--- src/rtl/conv_pkg.sv ---
// Shared types and helpers for the convolution slice: FSM state encoding,
// derived-width helpers and the round/ReLU/saturate requantisation function.
package conv_pkg;

   typedef enum logic [1:0] {LOAD, READY, DRAIN} slice_state_t;

   // Accumulator width that cannot overflow for n taps plus a bias.
   function automatic int acc_width(input int iw, input int ww, input int n);
      return iw + ww + $clog2(n) + 1;
   endfunction

   // Per-tap latency: multiply_add pipeline plus the partial-sum register.
   function automatic int stage_lat(input int mac_lat);
      return mac_lat + 1;
   endfunction

   // Round-half-up shift, optional ReLU, then clamp to a signed out_w range.
   // Operates on 64 bits, so the accumulator must be no wider than that.
   function automatic logic signed [63:0] sat_round(input logic signed [63:0] v,
                                                    input int shift,
                                                    input logic relu,
                                                    input int out_w);
      logic signed [63:0] r;
      logic signed [63:0] hi;
      logic signed [63:0] lo;
      r = v;
      if (shift > 0) begin
         r = (v + (64'sd1 <<< (shift - 1))) >>> shift;
      end
      if (relu && (r < 64'sd0)) begin
         r = 64'sd0;
      end
      hi = (64'sd1 <<< (out_w - 1)) - 64'sd1;
      lo = -(64'sd1 <<< (out_w - 1));
      if (r > hi) begin
         r = hi;
      end else if (r < lo) begin
         r = lo;
      end
      return r;
   endfunction

endpackage

--- src/rtl/multiply_add.sv ---
// Pipelined signed multiply-accumulate: o_p = i_a * i_b + i_c, LAT cycles later.
module multiply_add #(
   parameter int A_WIDTH = 16,
   parameter int B_WIDTH = 16,
   parameter int P_WIDTH = 35,
   parameter int LAT     = 5
) (
   input  logic                      clk,
   input  logic                      rst_n,
   input  logic signed [A_WIDTH-1:0] i_a,
   input  logic signed [B_WIDTH-1:0] i_b,
   input  logic signed [P_WIDTH-1:0] i_c,
   output logic signed [P_WIDTH-1:0] o_p
);

   logic signed [P_WIDTH-1:0] w_a;
   logic signed [P_WIDTH-1:0] w_b;
   logic signed [P_WIDTH-1:0] w_p;
   logic signed [P_WIDTH-1:0] r_pipe [LAT];

   // Sign-extend before multiplying so the product is exact in P_WIDTH.
   assign w_a = P_WIDTH'(i_a);
   assign w_b = P_WIDTH'(i_b);
   assign w_p = (w_a * w_b) + i_c;

   always_ff @(posedge clk or negedge rst_n) begin
      if (!rst_n) begin
         for (int i = 0; i < LAT; i++) begin
            r_pipe[i] <= '0;
         end
      end else begin
         r_pipe[0] <= w_p;
         for (int i = 1; i < LAT; i++) begin
            r_pipe[i] <= r_pipe[i-1];
         end
      end
   end

   assign o_p = r_pipe[LAT-1];

endmodule

--- src/rtl/requant.sv ---
// Registered requantisation stage: round, optional ReLU, saturate to OUT_WIDTH.
// The result register holds 0 whenever the output is not valid.
module requant
   import conv_pkg::*;
#(
   parameter int ACC_WIDTH = 35,
   parameter int OUT_WIDTH = 16,
   parameter int SHIFT     = 0
) (
   input  logic                        clk,
   input  logic                        rst_n,
   input  logic signed [ACC_WIDTH-1:0] i_sum,
   input  logic                        i_valid,
   input  logic                        i_relu,
   output logic signed [OUT_WIDTH-1:0] o_result,
   output logic                        o_valid
);

   logic signed [OUT_WIDTH-1:0] r_result;
   logic                        r_valid;

   always_ff @(posedge clk or negedge rst_n) begin
      if (!rst_n) begin
         r_result <= '0;
         r_valid  <= 1'b0;
      end else begin
         r_valid <= i_valid;
         if (i_valid) begin
            r_result <= OUT_WIDTH'(sat_round(64'(i_sum), SHIFT, i_relu, OUT_WIDTH));
         end else begin
            r_result <= '0;
         end
      end
   end

   assign o_result = r_result;
   assign o_valid  = r_valid;

endmodule

--- src/rtl/conv_slice.sv ---
// Systolic MAC_NB-tap signed convolution slice with serial weight load,
// bias seeding and registered requantisation of the dot product.
module conv_slice
   import conv_pkg::*;
#(
   parameter int  MAC_NB       = 3,
   parameter int  IMAGE_WIDTH  = 16,
   parameter int  WEIGHT_WIDTH = 16,
   parameter int  MAC_LAT      = 5,
   parameter int  OUT_WIDTH    = 16,
   parameter int  SHIFT        = 0,
   localparam int ACC_WIDTH    = acc_width(IMAGE_WIDTH, WEIGHT_WIDTH, MAC_NB),
   localparam int STAGE        = stage_lat(MAC_LAT)
) (
   input  logic                            clk,
   input  logic                            rst_n,
   input  logic signed [ACC_WIDTH-1:0]     cfg_bias,
   input  logic                            cfg_relu,
   input  logic signed [WEIGHT_WIDTH-1:0]  weight,
   input  logic                            weight_valid,
   output logic                            weight_ready,
   input  logic                            weight_clear,
   output logic                            weight_loaded,
   input  logic [IMAGE_WIDTH*MAC_NB-1:0]   image,
   input  logic                            image_valid,
   output logic signed [OUT_WIDTH-1:0]     result,
   output logic                            result_valid,
   output logic                            err_drop
);

   localparam int IDX_W    = (MAC_NB > 1) ? $clog2(MAC_NB) : 1;
   localparam int PIPE_LEN = STAGE * MAC_NB;

   slice_state_t                   r_state;
   logic [IDX_W-1:0]               r_idx;
   logic signed [WEIGHT_WIDTH-1:0] r_weight [MAC_NB];
   logic                           r_weight_ready;
   logic                           r_weight_loaded;
   logic                           r_err_drop;
   logic [PIPE_LEN-1:0]            r_vld;
   logic [PIPE_LEN-1:0]            r_relu;
   logic signed [ACC_WIDTH-1:0]    w_final;
   logic                           w_accept;
   logic                           w_busy;
   logic                           w_res_valid;

   assign w_accept = image_valid && (r_state == READY);
   assign w_busy   = (|r_vld) || w_res_valid;

   // Weight-load / drain controller with registered handshake outputs.
   always_ff @(posedge clk or negedge rst_n) begin
      if (!rst_n) begin
         r_state         <= LOAD;
         r_idx           <= '0;
         r_weight_ready  <= 1'b1;
         r_weight_loaded <= 1'b0;
         r_err_drop      <= 1'b0;
         for (int i = 0; i < MAC_NB; i++) begin
            r_weight[i] <= '0;
         end
      end else begin
         if (image_valid && (r_state != READY)) begin
            r_err_drop <= 1'b1;
         end
         case (r_state)
            LOAD: begin
               if (weight_clear) begin
                  r_idx <= '0;
               end else if (weight_valid && r_weight_ready) begin
                  r_weight[r_idx] <= weight;
                  if (r_idx == IDX_W'(MAC_NB - 1)) begin
                     r_idx           <= '0;
                     r_state         <= READY;
                     r_weight_ready  <= 1'b0;
                     r_weight_loaded <= 1'b1;
                  end else begin
                     r_idx <= r_idx + IDX_W'(1);
                  end
               end
            end
            READY: begin
               if (weight_clear) begin
                  r_state         <= DRAIN;
                  r_weight_loaded <= 1'b0;
               end
            end
            DRAIN: begin
               if (!w_busy) begin
                  r_state        <= LOAD;
                  r_idx          <= '0;
                  r_weight_ready <= 1'b1;
               end
            end
            default: begin
               r_state         <= LOAD;
               r_idx           <= '0;
               r_weight_ready  <= 1'b1;
               r_weight_loaded <= 1'b0;
            end
         endcase
      end
   end

   // Valid and ReLU flags travel alongside the data through every tap.
   always_ff @(posedge clk or negedge rst_n) begin
      if (!rst_n) begin
         r_vld  <= '0;
         r_relu <= '0;
      end else begin
         r_vld  <= {r_vld[PIPE_LEN-2:0], w_accept};
         r_relu <= {r_relu[PIPE_LEN-2:0], cfg_relu};
      end
   end

   for (genvar x = 0; x < MAC_NB; x++) begin : g_tap
      logic signed [IMAGE_WIDTH-1:0] w_lane;
      logic signed [IMAGE_WIDTH-1:0] w_tap_img;
      logic signed [ACC_WIDTH-1:0]   w_tap_c;
      logic signed [ACC_WIDTH-1:0]   w_mac;
      logic signed [ACC_WIDTH-1:0]   r_psum;

      assign w_lane = image[x*IMAGE_WIDTH +: IMAGE_WIDTH];

      if (x == 0) begin : g_first
         assign w_tap_img = w_lane;
         assign w_tap_c   = cfg_bias;
      end else begin : g_delay
         // Lane x waits for the partial sum to ripple through x earlier taps.
         logic signed [IMAGE_WIDTH-1:0] r_dly [STAGE*x];

         always_ff @(posedge clk or negedge rst_n) begin
            if (!rst_n) begin
               for (int i = 0; i < STAGE * x; i++) begin
                  r_dly[i] <= '0;
               end
            end else begin
               r_dly[0] <= w_lane;
               for (int i = 1; i < STAGE * x; i++) begin
                  r_dly[i] <= r_dly[i-1];
               end
            end
         end

         assign w_tap_img = r_dly[STAGE*x-1];
         assign w_tap_c   = g_tap[x-1].r_psum;
      end

      multiply_add #(
         .A_WIDTH (IMAGE_WIDTH),
         .B_WIDTH (WEIGHT_WIDTH),
         .P_WIDTH (ACC_WIDTH),
         .LAT     (MAC_LAT)
      ) u_mac (
         .clk   (clk),
         .rst_n (rst_n),
         .i_a   (w_tap_img),
         .i_b   (r_weight[x]),
         .i_c   (w_tap_c),
         .o_p   (w_mac)
      );

      always_ff @(posedge clk or negedge rst_n) begin
         if (!rst_n) begin
            r_psum <= '0;
         end else begin
            r_psum <= w_mac;
         end
      end
   end

   assign w_final = g_tap[MAC_NB-1].r_psum;

   requant #(
      .ACC_WIDTH (ACC_WIDTH),
      .OUT_WIDTH (OUT_WIDTH),
      .SHIFT     (SHIFT)
   ) u_requant (
      .clk      (clk),
      .rst_n    (rst_n),
      .i_sum    (w_final),
      .i_valid  (r_vld[PIPE_LEN-1]),
      .i_relu   (r_relu[PIPE_LEN-1]),
      .o_result (result),
      .o_valid  (w_res_valid)
   );

   assign result_valid  = w_res_valid;
   assign weight_ready  = r_weight_ready;
   assign weight_loaded = r_weight_loaded;
   assign err_drop      = r_err_drop;

endmodule

--- config.mk ---
export PLATFORM = sky130hd
export DESIGN_NAME = conv_slice
export DESIGN_NICKNAME = d
export VERILOG_FILES = /design/src/rtl/conv_pkg.sv /design/src/rtl/multiply_add.sv /design/src/rtl/requant.sv /design/src/rtl/conv_slice.sv
export SDC_FILE = /design/constraint.sdc
export NUM_CORES = 2
export LEC_CHECK = 0
export ABC_CLOCK_PERIOD_IN_PS = 10300
export BUFFER_PORTS_ARGS = -buffer_cell sky130_fd_sc_hd__clkbuf_2
export CAP_MARGIN = 20
export CORE_AREA = 2 2 360 362
export DETAILED_ROUTE_END_ITERATION = 7
export DIE_AREA = 0 0 362 364
export GPL_ROUTABILITY_DRIVEN = 0
export PLACE_DENSITY = 0.62
export SLEW_MARGIN = 20
export SYNTH_ARGS = -nofsm -noshare
export SYNTH_HDL_FRONTEND = slang
export SYNTH_SLANG_ARGS = --single-unit
export TNS_END_PERCENT = 50
--- constraint.sdc ---
create_clock -name clk -period 10.3 [get_ports clk]
set_input_delay 3.09 -clock clk [delete_from_list [all_inputs] [get_ports clk]]
set_output_delay 3.09 -clock clk [all_outputs]
set_load 0.005 [all_outputs]
==> Word-level counts from Yosys, hierarchy flattened <==
Index checks and enable logic that the tools add are counted.
W data, S select, Z words.
{ "classes": {"add_sub_neg": 4, "n_mul": 3, "div": 0, "n_lt_le_gt_ge": 5, "n_eq_ne": 10, "shift": 0, "mux": 28, "n_bitwise": 4, "reduce_logical": 13} }
{ "op_table": {"columns": ["operator", "count"], "rows": [
  ["$mux W64", 2],
  ["$add A35 B35 Y35", 3],
  ["$mul A16 B16 Y32", 3],
  ["$gt A64 B16 Y1 const B", 1],
  ["$lt A64 B16 Y1 const B", 1],
  ["$mux W16", 4],
  ["$bwmux W48", 1],
  ["$lt A35 B1 Y1 const B", 1],
  ["$demux W16 S2", 1],
  ["$reduce_or A18 Y1", 1],
  ["$mux W2", 8],
  ["$reduce_and A5 Y1", 3],
  ["$pmux W2 S3", 2],
  ["$ne A2 B2 Y1 const B", 5],
  ["$mux W1", 8],
  ["$pmux W1 S3", 2],
  ["$reduce_and A3 Y1", 2],
  ["$logic_and A1 B1 Y1", 5],
  ["$eq A2 B2 Y1 const B", 2],
  ["$ge A3 B3 Y1 const B", 1],
  ["$lt A3 B1 Y1 const B", 1],
  ["$ne A3 B3 Y1 const B", 1],
  ["$not A1 Y1", 3],
  ["$not A2 Y3", 1],
  ["5 further kinds", 5]
]} }
{ "word_totals": {"register_bits": 1026, "latchBits": 0, "ramBits": 0, "rom_bits": 0, "inputBits": 105, "elab_cells": 115, "n_memories": 0} }

==> Longest topological paths before layout <==
{ "logic_depth": {"depth_word": 8, "depth_mapped": 36} }

==> Modules after synthesis <==
Synthesis repeated with hierarchy kept, for this count alone.
{ "unflattened": {"hier_cells": 5136, "area_unflattened_um2": 62755.2} }
{ "modules_own_cells": {"columns": ["module", "instances", "cells_per_inst", "area_per_inst_um2"], "rows": [
  ["multiply_add (g_tap[1].u_mac)", 1, 1541, 16612.2],
  ["multiply_add (g_tap[0].u_mac)", 1, 1497, 16283.1],
  ["multiply_add (g_tap[2].u_mac)", 1, 1473, 16194.3],
  ["conv_slice", 1, 574, 12990.0],
  ["requant", 1, 51, 675.6]
]} }

==> Worst setup path after synthesis <==
OpenSTA, ideal clock, no wires.
{ "synth_timing": {"path_kind": "input to register", "from": "input port image[15]", "to": "register g_tap[0].u_mac.r_pipe[174] (netlist bit)", "t_arrival_ns": 10.257, "required_ns": 10.221, "slack_ns": -0.036, "path_stages": 26, "path_buffers": 1, "cell_sequence": "clkbuf_1 -> nand2_1 -> fa_1 -> inv_1 -> fa_1 -> fa_1 -> fa_1 -> fa_1 -> inv_1 -> fa_1 -> inv_1 -> ha_1 -> a2111oi_0 -> o21ai_1 -> a221oi_1 -> nand2_1 -> o21ai_1 -> o21bai_1 -> a21oi_1 -> xnor2_1 -> ha_1 -> or4_1 -> a31oi_1 -> o31ai_1 -> o31ai_1 -> xor2_1"} }
{ "synth_between": {"elab_chain_len": 2} }
{ "synth_rtl": {"columns": ["element", "line_no", "rtl"], "rows": [
  ["start, declared", "conv_slice.sv:24", "input logic [IMAGE_WIDTH*MAC_NB-1:0] image,"],
  ["$mul A16 B16 Y32", "multiply_add.sv:24", "assign w_p = (w_a * w_b) + i_c;"],
  ["$add A35 B35 Y35", "multiply_add.sv:24", null],
  ["via g_tap[0].u_mac.w_p[34]", "multiply_add.sv:18", "logic signed [P_WIDTH-1:0] w_p;"],
  ["end signal, assigned by index", "multiply_add.sv:34", "r_pipe[i] <= r_pipe[i-1];"],
  ["end, declared", "multiply_add.sv:19", "logic signed [P_WIDTH-1:0] r_pipe [LAT];"]
]} }
The timed path passes the listed nets, and every way through them passes these cells.
A chain may end at the register's enable or synchronous reset.

==> Final worst setup path <==
{ "layout_timing": {"from": "input port image[7]", "to": "register g_tap[0].u_mac.r_pipe[174] (netlist bit)"} }
Same word-level chain as after synthesis.

==> results.md <==
* EDFF count, synth at 0
* Clock Latency Late Sink at 0.73 ns
* CTS tree: done
* Total of max-cap violations at 0
* Cell count after synthesis at 5106
* Share of synthesized registers carrying an async set or reset at 1.00
* Reg-to-reg critical path startpoint: g_tap[1].w_tap_img[6]
* Syn_area_per_cell at 12.0 sq um
* Die footprint at 132000 sq um
* Warnings, synthesis at 0
* Yosys top cell by area: dfrtp_1
* Synth top area share at 0.420
* Hold Path Cell Cnt at 0
* Inst Count DP at about 7.0k
* Clock transition at path regs at 0.07 ns
* Multi-input logic area at 31600 sq um
* Commonest non-fill, non-tap cell in the layout: dfrtp_1
* Number of CTS-inserted buffers at 101
* Via count at between 30k and 40k
* Sequential share of the synthesized area at 0.420
* Synthesized flop and latch total at 1026
* DRT Wirelength at 123000 um
* Die width at around 360 um
* Non-Filler Instances at approximately 7.2k
* Slew HR at 0.329
* Avg WL per Cell at between 15 and 20 um
* Die Span Y at 364 um
* Final setup viols at 0
* RR Endpoint: g_tap[1].u_mac.r_pipe[173]
* Final HPWL DP at 97400 um
* Required @ worst endpoint at 10.90 ns
* Crit path arrival time at 10.59 ns
* Worst setup path class: in2reg
* CP peak stage delay at 0.55 ns
* Hold Path End: g_tap[0].r_psum[23]
* Layout overhead on the synthesized area at 12.0%
* Clock sink total at between 1k and 1.5k
* Crit Path Max Fanout at 5
* First-pass GRT wire length at 207000 um
* Hold crit path type: reg2reg
* Number of global-route vias before repair at between 30k and 40k
* Count of final hold-check violations at 0
* Floorplan row count at 132
* DRT iter0 DRCs at ~1.9k
* Library cells used by synthesis at 80
* Number of buffers added on ports at 124
* Clock buffer depth at 3
* Core area at 128000 sq um
* Number of remaining DRC errors at 0
* Tmin final at 9.99 ns
* Main area contributors after synthesis: dfrtp_1, fa_1, ha_1
* Fill count at approximately 11k
* Post-synthesis instance area at 61100 sq um
* Min-delay src: g_tap[0].u_mac.o_p[23]
* Ys flop type: dfrtp_1
* Final Cycle Share at 0.970
* Total gr overflow at 0
* Startpoint Class: input pin
* Global-route usage over all layers at 0.200
* Number of antenna violations at the first check in global routing at 7
* Final Skew at 0.0770 ns
* Initial core utilization at 0.476
* Largest net degree at the start of global routing at between 100 and 150
* Sequential Area at 25700 sq um
* DRT Pass-1 Iters at 5
* Syn Nets at 6357
* Worst reg-to-reg setup slack at ~1.5 ns
* Worst R2R Path Depth at 29
* Status: completed
* Crit end category: flop
* Detail-routed via count per cell at roughly 5.0
* CP max stage cell: fa_1
* Final ANT Viol Nets at 0
* Nets at 6647
* H-tree depth at 3
* Fmax at approximately 100 MHz
* Share of cells above drive strength 1 at 0.100
* I/O pin cnt at approximately 130
* Clock Tree Root: clkbuf_16
* Most frequent cells in the layout: dfrtp_1, inv_1, fa_1
* Worst-Margin Slew at 1.00 ns
* CTS Hold Bufs at 0
* Final slew viol count at 0
==> critical path: cells and delay by family <==
kind	cells	cell delay, ns
buffers and inverters	8	0.63
and+or+nand+nor	2	0.36
AOI/OAI and AO/OA	13	2.39
adders and majority gates	8	3.74
xor gates and xnor gates	2	0.35
==> per-stage QoR <==
stage | setup TNS (ns) | util | area [sq um] | setup WS, ns | hold WS, ns
finish | 0 | 0.533 | 68400 | 0.306 | 0.292
global placement | -4.83 | 0.504 | 64700 | -0.595 | 0.331
floorplan | 0 | - | 61100 | 0.0340 | 0.331
global route | -0.0448 | 0.533 | 68400 | -0.0411 | 0.306
CTS | 0 | 0.532 | 68300 | 0.00385 | 0.291
detailed placement | -5.85 | 0.505 | 64700 | -0.708 | 0.335
==> area by class of cell <==
cell class / count / area share
repair buffers: 302 / 0.0290
clock buffers: 134 / 0.0407
well taps: 1675 / 0.0306
inverters: 933 / 0.0512
flip-flops and latches: 1026 / 0.375
multi-input cells: 3032 / 0.462
clock inverters: 48 / 0.0106
diodes: 1 / 0.0000366
==> sequential cells by signal, summed over array words and instances, names as in the netlist <==
signal and count:
err_drop 1, g_tap.g_delay.r_dly 256, g_tap.r_psum 105, g_tap.u_mac.o_p 105, g_tap.u_mac.r_pipe 420, g_tap.w_tap_img 32, r_idx 2, r_relu 18
r_state 2, r_vld 18, r_weight 48, u_requant.o_result 16, u_requant.o_valid 1, weight_loaded 1, weight_ready 1
==> how the worst max path moves through the flow <==
stage	startpoint	to	slack, ns	cells past startpoint
detailed placement	image[5]	g_tap[0].u_mac.r_pipe[173]	-0.71	31
global placement	image[5]	g_tap[0].u_mac.r_pipe[173]	-0.59	31
finish	image[7]	g_tap[0].u_mac.r_pipe[174]	0.31	33
floorplan	image[7]	g_tap[0].u_mac.r_pipe[174]	0.03	31
CTS	image[5]	g_tap[0].u_mac.r_pipe[173]	0.004	31
global route	image[7]	g_tap[0].u_mac.r_pipe[174]	-0.04	33
==> synth_stat cells, types with 4 or more instances <==
library cell / number
or3_1: 5
mux2_1: 10
a31oi_1: 12
o41ai_1: 4
and3_1: 19
a211o_1: 6
nor3_1: 23
nor2b_1: 26
o21bai_1: 19
ha_1: 357
a2111oi_0: 4
a221o_1: 4
fa_1: 789
o211ai_1: 9
a211oi_1: 19
a21boi_0: 17
a21oi_1: 149
dfrtp_1: 1025
xor2_1: 52
a221oi_1: 4
and4_1: 5
nand4_1: 16
a21o_1: 70
o21ai_0: 65
nor2_1: 138
nand2_1: 452
o21a_1: 34
xnor2_1: 145
o21ai_1: 20
clkbuf_1: 113
o2bb2ai_1: 4
inv_1: 933
and2_1: 366
nand2b_1: 33
o31ai_1: 7
nand3_1: 33
mux2_2: 37
nor4_1: 17
==> metal layers <==
metal,vias to the layer above,global-route usage,wire (um)
met1,18500,0.263,51300
met2,714,0.336,61400
met4,4,0.0679,3770
met5,-,0,23
met3,213,0.0361,6620
li1,16300,-,-
==> what timing repair did <==
action,4_1_cts,5_1_grt
setup endpoints to repair,0,10
gates resized for setup,0,31
hold endpoints to repair,0,0
setup buffers,0,1
==> kinds of logic after synthesis <==
kind of cell               after synthesis  synth area share
and+or+nand+nor                       1149            0.0928
muxes                                   48           0.00883
adders and majority gates             1146             0.332
DFF                                   1026             0.420
xor gates and xnor gates               198            0.0286
AOI/OAI and AO/OA                      491            0.0533
buffers and inverters                 1048            0.0644
Power is left out: the tool's default activity adds up to more than one toggle a clock period on the data nets, which glitch-free logic cannot reach.
